File: config.mk
export PLATFORM = sky130hd
export DESIGN_NAME = cdb_arbiter
export DESIGN_NICKNAME = d
export VERILOG_FILES = /design/src/rtl/tomasulo_pkg.sv /design/src/rtl/cdb_arbiter_rr_picker.sv /design/src/rtl/cdb_arbiter.sv
export SDC_FILE = /design/constraint.sdc
export NUM_CORES = 1
export LEC_CHECK = 0
export ABC_AREA = 0
export CORE_MARGIN = 3
export CORE_UTILIZATION = 25
export DETAILED_ROUTE_END_ITERATION = 16
export PLACE_DENSITY_LB_ADDON = 0.15
export SLEW_MARGIN = 15
export SYNTH_ARGS = -nofsm -noshare
export SYNTH_HDL_FRONTEND = slang
export SYNTH_SLANG_ARGS = --single-unit
export TNS_END_PERCENT = 1
File: constraint.sdc
create_clock -name clock -period 4.3 [get_ports clock]
set_input_delay 0.86 -clock clock [delete_from_list [all_inputs] [get_ports clock]]
set_output_delay 0.86 -clock clock [all_outputs]
set_load 0.03 [all_outputs]
File: src/rtl/tomasulo_pkg.sv
// rtl/tomasulo_pkg.sv - shared Tomasulo widths, requester indices and CDB broadcast type
package tomasulo_pkg;

   localparam int DATA_W = 16;
   localparam int TAG_W  = 3;

   localparam int ADD0 = 0;
   localparam int ADD1 = 1;
   localparam int MUL0 = 2;
   localparam int MUL1 = 3;

   typedef struct packed {
      logic              valid;
      logic [TAG_W-1:0]  tag;
      logic [DATA_W-1:0] data;
      logic [1:0]        src;
   } cdb_t;

endpackage

File: src/rtl/cdb_arbiter_rr_picker.sv
// rtl/cdb_arbiter_rr_picker.sv - combinational round-robin select starting after rr_ptr
module rr_picker #(
   parameter int N     = 4,
   parameter int IDX_W = 2
) (
   input  logic [N-1:0]     req,
   input  logic [IDX_W-1:0] rr_ptr,
   input  logic             enable,
   output logic [N-1:0]     grant,
   output logic [IDX_W-1:0] idx
);

   int  j;
   logic found;

   always_comb begin
      grant = '0;
      idx   = '0;
      found = 1'b0;
      j     = 0;
      if (enable) begin
         // offset N wraps back to rr_ptr itself, so a lone requester is never blocked
         for (int k = 1; k <= N; k++) begin
            j = (int'(rr_ptr) + k) % N;
            if (!found && req[j]) begin
               found    = 1'b1;
               grant[j] = 1'b1;
               idx      = IDX_W'(j);
            end
         end
      end
   end

endmodule

File: src/rtl/cdb_arbiter.sv
// rtl/cdb_arbiter.sv - round-robin arbiter driving the registered Common Data Bus
module cdb_arbiter
   import tomasulo_pkg::*;
#(
   parameter int N_REQ    = 4,
   parameter int P_DATA_W = DATA_W,
   parameter int P_TAG_W  = TAG_W
) (
   input  logic                      clock,
   input  logic                      reset,
   input  logic [N_REQ-1:0]          req,
   input  logic [N_REQ*P_TAG_W-1:0]  req_tag,
   input  logic [N_REQ*P_DATA_W-1:0] req_data,
   input  logic                      stall,
   input  logic                      flush,
   output logic [N_REQ-1:0]          grant,
   output logic                      cdb_valid,
   output logic [P_TAG_W-1:0]        cdb_tag,
   output logic [P_DATA_W-1:0]       cdb_data,
   output logic [1:0]                cdb_src
);

   localparam int IDX_W = (N_REQ > 1) ? $clog2(N_REQ) : 1;

   logic [IDX_W-1:0] rr_ptr;
   logic [IDX_W-1:0] win_idx;
   logic             enable;

   // reset outranks flush, which outranks stall; any of them suppresses the grant
   assign enable = !reset && !flush && !stall;

   rr_picker #(
      .N     (N_REQ),
      .IDX_W (IDX_W)
   ) u_picker (
      .req    (req),
      .rr_ptr (rr_ptr),
      .enable (enable),
      .grant  (grant),
      .idx    (win_idx)
   );

   always_ff @(posedge clock) begin
      if (reset) begin
         cdb_valid <= 1'b0;
         cdb_tag   <= '0;
         cdb_data  <= '0;
         cdb_src   <= '0;
         rr_ptr    <= IDX_W'(N_REQ - 1);
      end else if (|grant) begin
         cdb_valid <= 1'b1;
         cdb_tag   <= req_tag[int'(win_idx)*P_TAG_W +: P_TAG_W];
         cdb_data  <= req_data[int'(win_idx)*P_DATA_W +: P_DATA_W];
         cdb_src   <= 2'(win_idx);
         rr_ptr    <= win_idx;
      end else begin
         cdb_valid <= 1'b0;
         cdb_tag   <= '0;
         cdb_data  <= '0;
         cdb_src   <= '0;
      end
   end

endmodule

# --- Yosys cells after proc, flatten, opt, wreduce, memory -nomap -nowiden ---
# Index checks and enable logic that the tools add are counted.
# W data, S select, Z words.
word_totals:
  elab_cells: 89
  out_inout_bits: 26
  regBits: 24
  input_bits: 84
classes:
  n_reduce_logical: 21
  mul: 1
  shift: 2
  n_bitwise: 8
  add_sub_neg: 4
  muxes: 40
  n_lt_le_gt_ge: 8
op_table:
  columns: ["operator", "n"]
  rows:
  - ["$shiftx A64 B7 Y16", 1]
  - ["$mux W4", 8]
  - ["$mux W1", 19]
  - ["$lt A3 B4 Y1 const B", 4]
  - ["$ge A3 B1 Y1 const B", 4]
  - ["$or A4 B4 Y4", 3]
  - ["$shiftx A12 B5 Y3", 1]
  - ["$mux W2", 5]
  - ["$reduce_or A2 Y1", 5]
  - ["$logic_and A1 B1 Y1", 9]
  - ["$bmux W1 S2", 4]
  - ["$demux W1 S2", 4]
  - ["$logic_not A1 Y1", 6]
  - ["$add A2 B1 Y2 const B", 2]
  - ["$add A2 B2 Y2 const B", 2]
  - ["$and A1 B1 Y1 const A", 4]
  - ["$mul A2 B2 Y4 const B", 1]
  - ["$reduce_or A4 Y1", 1]
  - ["$not A1 Y1", 1]

# --- Longest topological paths before layout ---
logic_depth:
  word_depth: 23
  ltp_mapped: 12
  ltp_nobuf: 8

# --- By module ---
# Synthesis repeated with hierarchy kept, for this count alone.
unflattened:
  hier_cells: 127
  area_unflattened_um2: 1597.8
modules_own_cells:
  columns: ["module", "area_each_um2", "seq_area_each_um2", "cells_per_inst", "n_inst"]
  rows:
  - ["cdb_arbiter", 1158.6, 480.5, 80, 1]
  - ["rr_picker", 439.2, 0.0, 47, 1]

# --- Worst setup path before layout ---
# No wires, ideal clock.
synth_path:
  path_kind: "reg2out"
  from: "register rr_ptr[0]"
  to: "output port grant[3]"
  arrival_ps: 2821
  path_buffers: 2
  path_stages_with_launch: 9
  required_ps: 3440
  slack_ps: 619
  cell_sequence: "dfxtp_1 -> buf_2 -> inv_1 -> ha_1 -> buf_2 -> mux4_2 -> nor4b_4 -> nand2_1 -> a21oi_1"
synth_between:
  elab_chain_cells: 18
  elab_cells_between_ends: 67
  classes_between: "add/sub: 4; order compare: 8; mux: 34; bitwise: 7; reduce/logical: 14"
synth_rtl:
  columns: ["item", "line", "text"]
  rows:
  - ["start, declared", "cdb_arbiter.sv:25", "logic [IDX_W-1:0] rr_ptr;"]
  - ["start signal, assigned", "cdb_arbiter.sv:49", "rr_ptr <= IDX_W'(N_REQ - 1);"]
  - ["start signal, assigned", "cdb_arbiter.sv:55", "rr_ptr <= win_idx;"]
  - ["$add A2 B1 Y2", "cdb_arbiter_rr_picker.sv:24", "j = (int'(rr_ptr) + k) % N;"]
  - ["$reduce_or A2 Y1 (no source line) / $bmux W1 S2 (equally long branches)", null, null]
  - ["$and A1 B1 Y1 (no source line) / $mux W1 (equally long branches)", null, null]
  - ["$lt A3 B4 Y1 (implied by the code), or another cell as far along", "cdb_arbiter_rr_picker.sv:27", "grant[j] = 1'b1;"]
  - ["$logic_and A1 B1 Y1 (implied by the code) / $mux W1 (equally long branches)", "cdb_arbiter_rr_picker.sv:27, cdb_arbiter_rr_picker.sv:25", null]
  - ["$mux W1 (on tied branches)", "cdb_arbiter_rr_picker.sv:27, cdb_arbiter_rr_picker.sv:21", null]
  - ["$demux W1 S2 / $logic_not A1 Y1 (equally long branches)", null, null]
  - ["$mux W4 / $logic_and A1 B1 Y1 (equally long branches)", "cdb_arbiter_rr_picker.sv:25", "if (!found && req[j]) begin"]
  - ["[... 2 more ...]", null, null]
  - ["$mux W4 / $logic_not A1 Y1 (equally long branches)", "cdb_arbiter_rr_picker.sv:25", null]
  - ["$mux W4 / $logic_and A1 B1 Y1 (equally long branches)", "cdb_arbiter_rr_picker.sv:21, cdb_arbiter_rr_picker.sv:25", null]
  - ["$or A4 B4 Y4 (no source line) / $mux W1 (equally long branches)", null, null]
  - ["$mux W4 / $mux W1 (equally long branches)", "cdb_arbiter_rr_picker.sv:25, cdb_arbiter_rr_picker.sv:21", null]
  - ["$mux W4 / $logic_not A1 Y1 (equally long branches)", "cdb_arbiter_rr_picker.sv:21, cdb_arbiter_rr_picker.sv:25", null]
  - ["$or A4 B4 Y4 (no source line) / $logic_and A1 B1 Y1 (equally long branches)", null, null]
  - ["$mux W4 (*)", "cdb_arbiter_rr_picker.sv:25", null]
  - ["$mux W4 (*)", "cdb_arbiter_rr_picker.sv:21", "if (enable) begin"]
  - ["end, declared", "cdb_arbiter.sv:16", "output logic [N_REQ-1:0] grant,"]
# Every way passes the cells marked *; elsewhere a longest branch is shown, timed or not. The select of a mux whose other input is x is not followed.

# --- Final worst setup path ---
layout_path:
  from: "input port req[1]"
  to: "output port grant[3]"
layout_between:
  elab_chain_cells: 17
  elab_cells_between_ends: 35
  classes_between: "mux: 26; bitwise: 3; reduce/logical: 6"
layout_rtl:
  columns: ["item", "line", "text"]
  rows:
  - ["start, declared", "cdb_arbiter.sv:11", "input logic [N_REQ-1:0] req,"]
  - ["$bmux W1 S2", "cdb_arbiter_rr_picker.sv:25", null]
  - ["$mux W1 (implied by the code) (2 in series)", "cdb_arbiter_rr_picker.sv:25", null]
  - ["$mux W1", "cdb_arbiter_rr_picker.sv:25", null]
  - ["$mux W1", "cdb_arbiter_rr_picker.sv:21", null]
  - ["$logic_not A1 Y1", "cdb_arbiter_rr_picker.sv:25", null]
  - ["$logic_and A1 B1 Y1", "cdb_arbiter_rr_picker.sv:25", null]
  - ["$mux W1", "cdb_arbiter_rr_picker.sv:25", null]
  - ["$mux W1", "cdb_arbiter_rr_picker.sv:21", null]
  - ["$logic_not A1 Y1", "cdb_arbiter_rr_picker.sv:25", null]
  - ["$logic_and A1 B1 Y1", "cdb_arbiter_rr_picker.sv:25", null]
  - ["$mux W1", "cdb_arbiter_rr_picker.sv:25", null]
  - ["$mux W1", "cdb_arbiter_rr_picker.sv:21", null]
  - ["$logic_not A1 Y1", "cdb_arbiter_rr_picker.sv:25", null]
  - ["$logic_and A1 B1 Y1", "cdb_arbiter_rr_picker.sv:25", null]
  - ["$mux W4 (*)", "cdb_arbiter_rr_picker.sv:25", null]
  - ["$mux W4 (*)", "cdb_arbiter_rr_picker.sv:21", null]
# Marked as above.

==> insert_results.sql <==
INSERT INTO impl_metrics (metric_group, metric, value, unit) VALUES
('status', 'outcome', 'complete, no violations', ''),
('yosys', 'netlist_instances', '173', ''),
('yosys', 'synth_nets', '265', ''),
('sta', 'timing.slew.headroom', '23.9', '%'),
('route', 'vias', '1768', ''),
('yosys', 'ys_seq_area_share', '25.8', '%'),
('layout', 'area_growth', '66.6', '%'),
('die', 'core', '7020', 'µm²'),
('yosys', 'post-synth-top-area-fraction', '27.8', '%'),
('setup_path', 'timing.reg2reg.setup_slack', '1.00', 'ns'),
('sta', 'report.final.slew_viol_count', '0', ''),
('yosys', 'ys.warnings.count', '0', ''),
('route', 'wirelength', '6.46', 'mm'),
('die', 'initial_core_util', '26.5', '%'),
('yosys', 'synthDistinctLibCells', '35', ''),
('layout', 'final_cell_area', '3100', 'µm²'),
('global_routing', 'vias_in_the_first_global_route', '1746', ''),
('pwr', 'vdd_drop_max', '150', 'µV'),
('clock_network', 'worst_skew_pair.late_latency', '0.26', 'ns'),
('sta', 'timing.final.hold_violations', '0', ''),
('clock_network', 'clock_tree.root_cell', 'clkbuf_8', ''),
('sta', 'fin_crit_sh', '91.0', '%'),
('setup_path', 'endpoint_kind', 'primary output', ''),
('clock_network', 'htree_num_levels', '1', ''),
('placement', 'routabilityCongestion', '0.804', ''),
('die', 'dieHeight', '92.3', 'µm'),
('global_routing', 'antenna_found_initial', '0', ''),
('sta', 'rsz0062_at_grt', 'no', ''),
('setup_path', 'wp_depth', '6', ''),
('route', 'drt-vias-per-instance', '4.77', ''),
('global_routing', 'grt_first_pass_wirelength', '9.97', 'mm'),
('yosys', 'synth_top_cells_by_area', 'mux4_2 28%, dfxtp_1 26%, nor2b_1 7.1%', ''),
('route', 'drt-initial-drc-count', '120', ''),
('route', 'detail-route-antenna-nets', '0', ''),
('die', 'ports', '110', ''),
('clock_network', 'cts.reportedPaths.clkPinSlew', '0.09', 'ns'),
('yosys', 'synth-edff-count', '0', ''),
('clock_network', 'tritoncts', 'yes', ''),
('clock_network', 'clock_tree.buffer_depth', '2', ''),
('yosys', 'synth.cells.most_frequent', '24 x dfxtp_1, 23 x mux4_2, 21 x nor2b_1, 17 x nor2_1, 10 x buf_2', ''),
('setup_path', 'critical_path.top_delay_family', 'buffers and inverters', ''),
('layout', 'post_route_cells_drive_above_1_share', '17.8', '%'),
('placement', 'buffer_ports.inserted', '109', ''),
('placement', 'placedCellCount', '367', ''),
('sta', 'finalSetupViolations', '0', ''),
('global_routing', 'largest_net_degree_at_the_start_of_global_routing', '25', ''),
('pwr', 'power_density', '282', 'nW/µm²'),
('run', 'maximum_capacitance_violations', '0', ''),
('setup_path', 'worst_setup_path_start_kind', 'input pin', ''),
('min_path', 'hold_class', 'reg -> reg', ''),
('die', 'floorplan.die_area', '8520', 'µm²'),
('pwr', 'power_leakage', '1.17', 'nW'),
('route', 'avgRoutedWirePerCell', '17.4', 'µm'),
('placement', 'detailed_place.area', '3030', 'µm²'),
('yosys', 'ys_seq_elements', '24', ''),
('sta', 'finalCriticalPeriod', '3.91', 'ns'),
('setup_path', 'crit_fanout', '13', ''),
('sta', 'worst_hold_slack', '0.764', 'ns'),
('sta', 'timing_worst_slew_pin_value', '1.14', 'ns'),
('clock_network', 'number_of_buffers_inserted_during_clock_tree_synthesis', '3', ''),
('setup_path', 'list_of_cells_traversed_by_the_critical_path', 'clkdlybuf4s50_1 > mux4_2 > nor4b_4 > nand2_1 > a21oi_1 > buf_4', ''),
('layout', 'design.final.nets', '368', ''),
('route', 'drcViolationCount', '0', ''),
('yosys', 'yosys_top_cell_by_area', 'mux4_2', ''),
('clock_network', 'postCtsHoldBufs', '0', ''),
('setup_path', 'crit_arrival', '3.05', 'ns'),
('yosys', 'synthesis.area', '1860', 'µm²'),
('yosys', 'postSynth.topFlopCell', 'dfxtp_1', ''),
('route', 'first_pass_iters', '4', ''),
('die', 'floorplan.die.width', '92.3', 'µm'),
('global_routing', 'grt_overflow', '0', '');
[sequential cells by signal, summed over array words and instances (netlist names)]
register / count
cdb_src: 2
cdb_tag: 3
cdb_valid: 1
cdb_data: 16
rr_ptr: 2
[power breakdown]
part	switching, W	internal, W	total (W)	leakage (nW)
logic	0.000207	0.000228	0.000435	0.936
registers	0.00000449	0.000237	0.000241	0.195
clock network	0.0000749	0.000124	0.000199	0.0357
total	0.000286	0.000589	0.000875	1.17
[layout make-up]
cell class              count  area [µm²]
fillers                   689        3920
flip-flops and latches     24         480
inverters                   4        15.0
repair buffers            114        1120
clock buffers               3        41.3
well taps                  96         120
multi-input cells         129        1300
clock inverters             1        30.0
[cell families (layout without fill, tap and decap cells)]
group / count (synthesis) / count (layout) / synth area share (%)
adders and majority gates: 8 / 8 / 5.38
buffers and inverters: 20 / 122 / 5.31
muxes: 34 / 34 / 34.0
AOI/OAI and AO/OA: 32 / 32 / 13.1
and+or+nand+nor: 55 / 55 / 16.4
DFF: 24 / 24 / 25.8
[worst register-to-register path: cells and delay by family (launching register included)]
kind                       cells  cell delay (ns)
buffers and inverters          2             0.36
and+or+nand+nor                2             0.22
AOI/OAI and AO/OA              2             1.04
muxes                          2             0.79
DFF                            1             0.33
adders and majority gates      1             0.44
[metrics by stage]
| stage | total power, W | utilization (%) |
|---|---|---|
| 2_1_floorplan | 0.000528 | - |
| 3_3_place_gp | 0.000684 | 43.2 |
| 3_5_place_dp | 0.000682 | 43.2 |
| 4_1_cts | 0.000887 | 44.2 |
| 5_1_grt | 0.000931 | 44.2 |
| 6_report | 0.000875 | 44.2 |
[worst paths after layout]
path,from,endpoint
max reg2reg,rr_ptr[0],cdb_data[13]
max,req[1],grant[3]
min reg2reg,rr_ptr[0],rr_ptr[0]
min,rr_ptr[0],rr_ptr[0]
[per-layer routing]
layer  wire length [µm]  share of wire, %  global-route usage [%]
met1               2820                44                    20.7
met4                 91               1.4                    3.34
met2               3070                48                    23.7
met3                470               7.3                    3.66
met5                  0                 0                       0
[layout by cell type, fill, tap and decap left out]
cell and instances:
nor2b_1 21, a31o_2 2, mux4_2 23, ha_1 8, clkbuf_8 3, o21bai_2 1, nor4b_4 1, and2_1 1
a41oi_1 1, a21oi_1 8, or3_1 1, nand2_1 6, nor2_1 17, and3_1 2, nand3b_1 1, nand2b_1 4
a221oi_2 2, o22ai_1 4, mux2i_1 7, clkdlybuf4s50_1 105, mux2_2 4, a2111oi_2 1, o311ai_0 1, o21ai_1 1
o31ai_4 1, inv_1 4, buf_4 9, a221oi_1 2, o221ai_1 1, bufinv_16 1, o211ai_1 1, dfxtp_1 24
o21ai_0 3, o41ai_1 1, o2bb2ai_1 2, or2_2 1
No activity file was read; power rests on OpenSTA's default activity.
